==> src/rtl/aes_key_expansion_pkg.sv <==
// Shared AES definitions: round count, key-schedule constants, GF(2^8) xtime,
// and the block/word types used by the key schedule and the cipher datapath.
package aes_key_expansion_pkg;

    localparam logic [3:0] ROUNDS    = 4'ha;
    localparam int unsigned NK       = 4;
    localparam logic [7:0] RCON_INIT = 8'h01;

    typedef logic [127:0] block_t;
    typedef logic [31:0]  word_t;

    typedef enum logic {
        IDLE,
        GEN
    } ks_state_t;

    // Multiply by x (02) in GF(2^8) modulo x^8+x^4+x^3+x+1
    function automatic logic [7:0] xtime(input logic [7:0] b);
        return {b[6:0], 1'b0} ^ (8'h1b & {8{b[7]}});
    endfunction

endpackage

==> src/rtl/aes_key_expansion.sv <==
// AES-128 key schedule: expands the cipher key into ROUNDS+1 round keys,
// one per cycle, using a shared external S-box, and serves them by index.
module aes_key_expansion
    import aes_key_expansion_pkg::*;
#(
    parameter int unsigned ROUNDS = 32'(aes_key_expansion_pkg::ROUNDS)
) (
    input  logic         clk,
    input  logic         reset,
    input  logic         init,
    input  logic [127:0] key,
    input  logic [3:0]   round,
    output logic [127:0] roundKey,
    output logic [31:0]  beforeSub,
    input  logic [31:0]  afterSub,
    output logic         ready,
    output logic         keyValid
);

    localparam logic [3:0] LAST = 4'(ROUNDS);

    ks_state_t  state;
    block_t     store [ROUNDS+1];
    block_t     work;
    logic [7:0] rcon;
    logic [3:0] roundCtr;

    word_t      t;
    word_t      acc;
    block_t     nextWork;

    // Next round key: RotWord(SubWord(w3)) ^ rcon, then the chained word XORs
    always_comb begin
        beforeSub = (state == GEN) ? work[31:0] : '0;
        t         = {afterSub[23:0], afterSub[31:24]} ^ {rcon, 24'h0};
        acc       = t;
        nextWork  = '0;
        for (int unsigned i = 0; i < NK; i++) begin
            acc = acc ^ work[127 - 32*i -: 32];
            nextWork[127 - 32*i -: 32] = acc;
        end
    end

    // Round-key read port, zero for indices beyond the last round
    always_comb begin
        roundKey = '0;
        if (32'(round) <= ROUNDS) begin
            roundKey = store[round];
        end
    end

    // Expansion FSM: accept init in IDLE, generate one round key per GEN cycle
    always_ff @(posedge clk) begin
        if (reset) begin
            state    <= IDLE;
            ready    <= 1'b1;
            keyValid <= 1'b0;
            roundCtr <= '0;
            rcon     <= RCON_INIT;
            work     <= '0;
            for (int unsigned i = 0; i <= ROUNDS; i++) begin
                store[i] <= '0;
            end
        end else begin
            case (state)
                IDLE: begin
                    if (init) begin
                        store[0] <= key;
                        work     <= key;
                        rcon     <= RCON_INIT;
                        roundCtr <= 4'd1;
                        ready    <= 1'b0;
                        keyValid <= 1'b0;
                        state    <= GEN;
                    end
                end
                GEN: begin
                    work            <= nextWork;
                    store[roundCtr] <= nextWork;
                    rcon            <= xtime(rcon);
                    roundCtr        <= roundCtr + 4'd1;
                    if (roundCtr == LAST) begin
                        ready    <= 1'b1;
                        keyValid <= 1'b1;
                        state    <= IDLE;
                    end
                end
                default: state <= IDLE;
            endcase
        end
    end

endmodule

==> config.mk <==
export PLATFORM = sky130hd
export DESIGN_NAME = aes_key_expansion
export DESIGN_NICKNAME = d
export VERILOG_FILES = /design/src/rtl/aes_key_expansion_pkg.sv /design/src/rtl/aes_key_expansion.sv
export SDC_FILE = /design/constraint.sdc
export NUM_CORES = 2
export LEC_CHECK = 0
export BUFFER_PORTS_ARGS = -buffer_cell sky130_fd_sc_hd__buf_4
export CORE_UTILIZATION = 45
export DETAILED_ROUTE_END_ITERATION = 7
export PLACE_DENSITY = 0.68
export SLEW_MARGIN = 20
export SYNTH_ARGS = -nofsm -noshare
export SYNTH_HDL_FRONTEND = slang
export SYNTH_SLANG_ARGS = --single-unit
==> constraint.sdc <==
create_clock -name clk -period 9 [get_ports clk]
set_input_delay 0.9 -clock clk [delete_from_list [all_inputs] [get_ports clk]]
set_output_delay 0.9 -clock clk [all_outputs]
set_load 0.05 [all_outputs]
==> results.yml <==
setup_path:
  r2r_start: "state"
  crit_path_frequent_cell: "buf_4"
  rr_endpoint: "store[4][36]"
  start_kind: "input port"
  crit_path_end_kind: "output pin"
  cp.required_ps: 8100
  worstPathArrival_ps: 4500
  crit_family: "buffers and inverters"
  crit_path_top_delay_cell: "buf_4"
  crit_cells: 7
  crit_type: "input port to output pin"
  path_cells: "buf_8, buf_4, buf_4, mux4_2, nand2_1, o211ai_1, buf_4"
  path_buf_inv: 4
  cpPeakStageDelay_ps: 900
  rr_worst_depth: 5
  reg2reg_slack_ps: 4540
  crit_fanout: 57
detailed_routing:
  post-route-drc-count: 0
  initialDrtViolationCount: 5859
  avgViaCountPerCell: 6.033
  wl_per_cell_um: 29.68
  drt_wl_total_mm: 229.4
  vias: 46630
  dr.pass1.iters: 6
  ant_nets: 0
floorplanning:
  rows: 142
  io_pins: 329
  dieHeight_um: 392.2
  start_util: 0.4553
  die_area_sq_um: 153800
  die_x_um: 392.2
  design.core.area_sq_um: 150500
logic_synthesis:
  ys_seq_area_frac: 0.6401
  synthFlopType: "edfxtp_1"
  yosys.cell_types.count: 56
  async_reset_ff_frac: 0
  synth_warnings: 0
  avgSynthCellArea_sq_um: 12.63
  syn-cell-area_sq_um: 68520
  ys_ff_latch: 1551
  synth_edf_count: 1280
  syn_inst: 5427
  synth_fp_nets: 5596
finish:
  postLayoutCoreUtil: 0.5182
  most-common-layout-cells: "1327 x nor2_1, 1280 x edfxtp_1, 561 x nand2_1, 433 x buf_4, 270 x dfxtp_1"
  layout_commonest_cell: "nor2_1"
  drive_gt1_frac: 0.1753
  stdcell_area_sq_um: 77980
  fillCellCount: 12710
  nNetsFinal: 5735
  synthToLayoutAreaGrowth_pct: 13.80
hold_path:
  worstHoldStart: "key[20]"
  hold_depth: 3
  hold_path.class: "input port to flop"
  hold_end: "work[20]"
global_route:
  busiest_layer: "met2"
  met1_usage: 0.3763
  grtUsageTotal: 0.2959
  use_met3: 0.1024
  grt_pass1_vias: 45820
  grt_pass1_wl_mm: 323.6
  grtUsageMet2: 0.4664
  grt-ovfl-total: 0
  antenna_found_initial: 12
  grt_max_degree: 129
clock_network:
  cts_setup_buffers: 0
  root_buffer: "clkbuf_16"
  hold_buffers: 0
  clockBufferDepth: 3
  htreeDepth: 4
  clock-sinks: 1551
  clk_pin_slew_ps: 60
  cts_tree: "built"
  cts_buffers: 163
  cts_resized: 0
  clk_latency_ps: 800
sta:
  setup_ws_ps: 3605
  tns_ps: 0
  clock.fmax_ghz: 0.1853
  period_needed_ps: 5395
  skew_ps: 32.60
  drv_slew: 0
  timing.final.crit_share: 0.5995
  max_slew_margin: 0.1696
  holdWs_ps: 324.1
  hold_viol_final: 0
  finalSetupViolations: 0
  worstMarginPinSlew_ps: 1246
  rsz0062_at_grt: "no"
power:
  cellLeakagePower_nw: 28.90
  p_per_area_nw_per_um2: 231.0
  ir_drop_uv: 208.3
placement:
  preCtsSetupSlack_ps: 3626
  gp_congestion: 0.8831
  hpwlAfterDp_mm: 135.0
  portBuffers: 328
  placed_area_sq_um: 72580
job:
  maxCapViolCount: 0
outcome:
  status: "completed"
==> worst register-to-register path: stages, from the launching register on <==
cell and delay (ps):
dfxtp_4 880, or3b_1 450, a21oi_2 360, nand2_4 550, nand2_4 960, buf_4 810
==> kinds of logic after synthesis <==
family,after synthesis,share of synthesized area
adder cells (fa/ha/maj),2,0.0003651
AND/OR/NAND/NOR,2020,0.1155
multiplexers,385,0.1030
XOR/XNOR,163,0.03557
buffers and inverters,632,0.04012
flip-flops,1551,0.6401
AO/OA/AOI/OAI,674,0.06535
==> through the flow <==
step | total power [W] | instances
floorplan | 0.01023 | 5427
global placement | 0.01132 | 7399
detailed placement | 0.01137 | 7404
CTS | 0.01796 | 7709
global route | 0.01844 | 7727
finish | 0.01801 | 7729
==> where the power goes <==
group | switching [W] | leakage [nW] | total, W | internal, W
sequential | 0.000213 | 15.4 | 0.00839 | 0.00818
clock | 0.00287 | 2.55 | 0.00670 | 0.00383
combinational | 0.00203 | 10.9 | 0.00292 | 0.000892
total | 0.00511 | 28.9 | 0.0180 | 0.0129
==> synthesized netlist by cell type (5+ instances only) <==
| cell type | instances | area, sq um |
|---|---|---|
| a211o_1 | 26 | 227.7 |
| a211oi_1 | 91 | 683.2 |
| a21o_1 | 24 | 180.2 |
| a21oi_1 | 220 | 1101 |
| a22oi_1 | 84 | 630.6 |
| and2_1 | 33 | 206.5 |
| buf_1 | 45 | 168.9 |
| buf_2 | 262 | 1311 |
| buf_4 | 7 | 52.55 |
| clkbuf_1 | 168 | 630.6 |
| dfxtp_1 | 271 | 5425 |
| edfxtp_1 | 1280 | 38440 |
| inv_1 | 146 | 548.0 |
| mux2i_1 | 129 | 1291 |
| mux4_2 | 256 | 5766 |
| nand2_1 | 576 | 2162 |
| nand2b_1 | 7 | 43.79 |
| nand3_1 | 11 | 55.05 |
| nand3b_1 | 24 | 180.2 |
| nor2_1 | 1328 | 4985 |
| nor2b_1 | 26 | 162.7 |
| nor3_1 | 5 | 25.02 |
| o211a_1 | 8 | 80.08 |
| o211ai_1 | 128 | 960.9 |
| o21a_1 | 7 | 52.55 |
| o21ai_0 | 53 | 265.3 |
| o21ba_2 | 7 | 70.07 |
| xnor2_1 | 50 | 437.9 |
| xnor3_1 | 36 | 810.8 |
| xor2_1 | 41 | 359.1 |
| xor3_1 | 29 | 689.4 |
==> layer usage <==
metal	share of wire	up-vias
li1	-	19540
met4	0.037	8
met5	0.00025	-
met3	0.14	504
met1	0.36	23470
met2	0.46	3102
==> worst max-delay path by stage <==
stage	start	endpoint	slack (ps)
finish	round[0]	roundKey[30]	3600
global route	round[0]	roundKey[30]	3340
CTS	round[0]	roundKey[63]	3610
detailed placement	round[0]	roundKey[63]	3630
global placement	round[0]	roundKey[30]	3610
floorplan	reset	store[9][0]	430
==> sequential cells by signal, indices dropped and copies added (netlist names) <==
register	flops
keyValid	1
rcon	8
ready	1
roundCtr	4
state	1
store	1408
work	128
==> area by class of cell <==
class                      count  area (sq um)  share of cell area
tap                         2016          2522             0.03235
multi-input combinational   3244         22160              0.2842
inverter                     147         551.8            0.007076
clock inverter                64         628.1            0.008055
antenna                        7         17.52           0.0002246
sequential                  1551         43870              0.5625
timing repair buffer         459          3612             0.04632
clock buffer                 241          4618             0.05922
No activity file was read; power rests on OpenSTA's default activity.
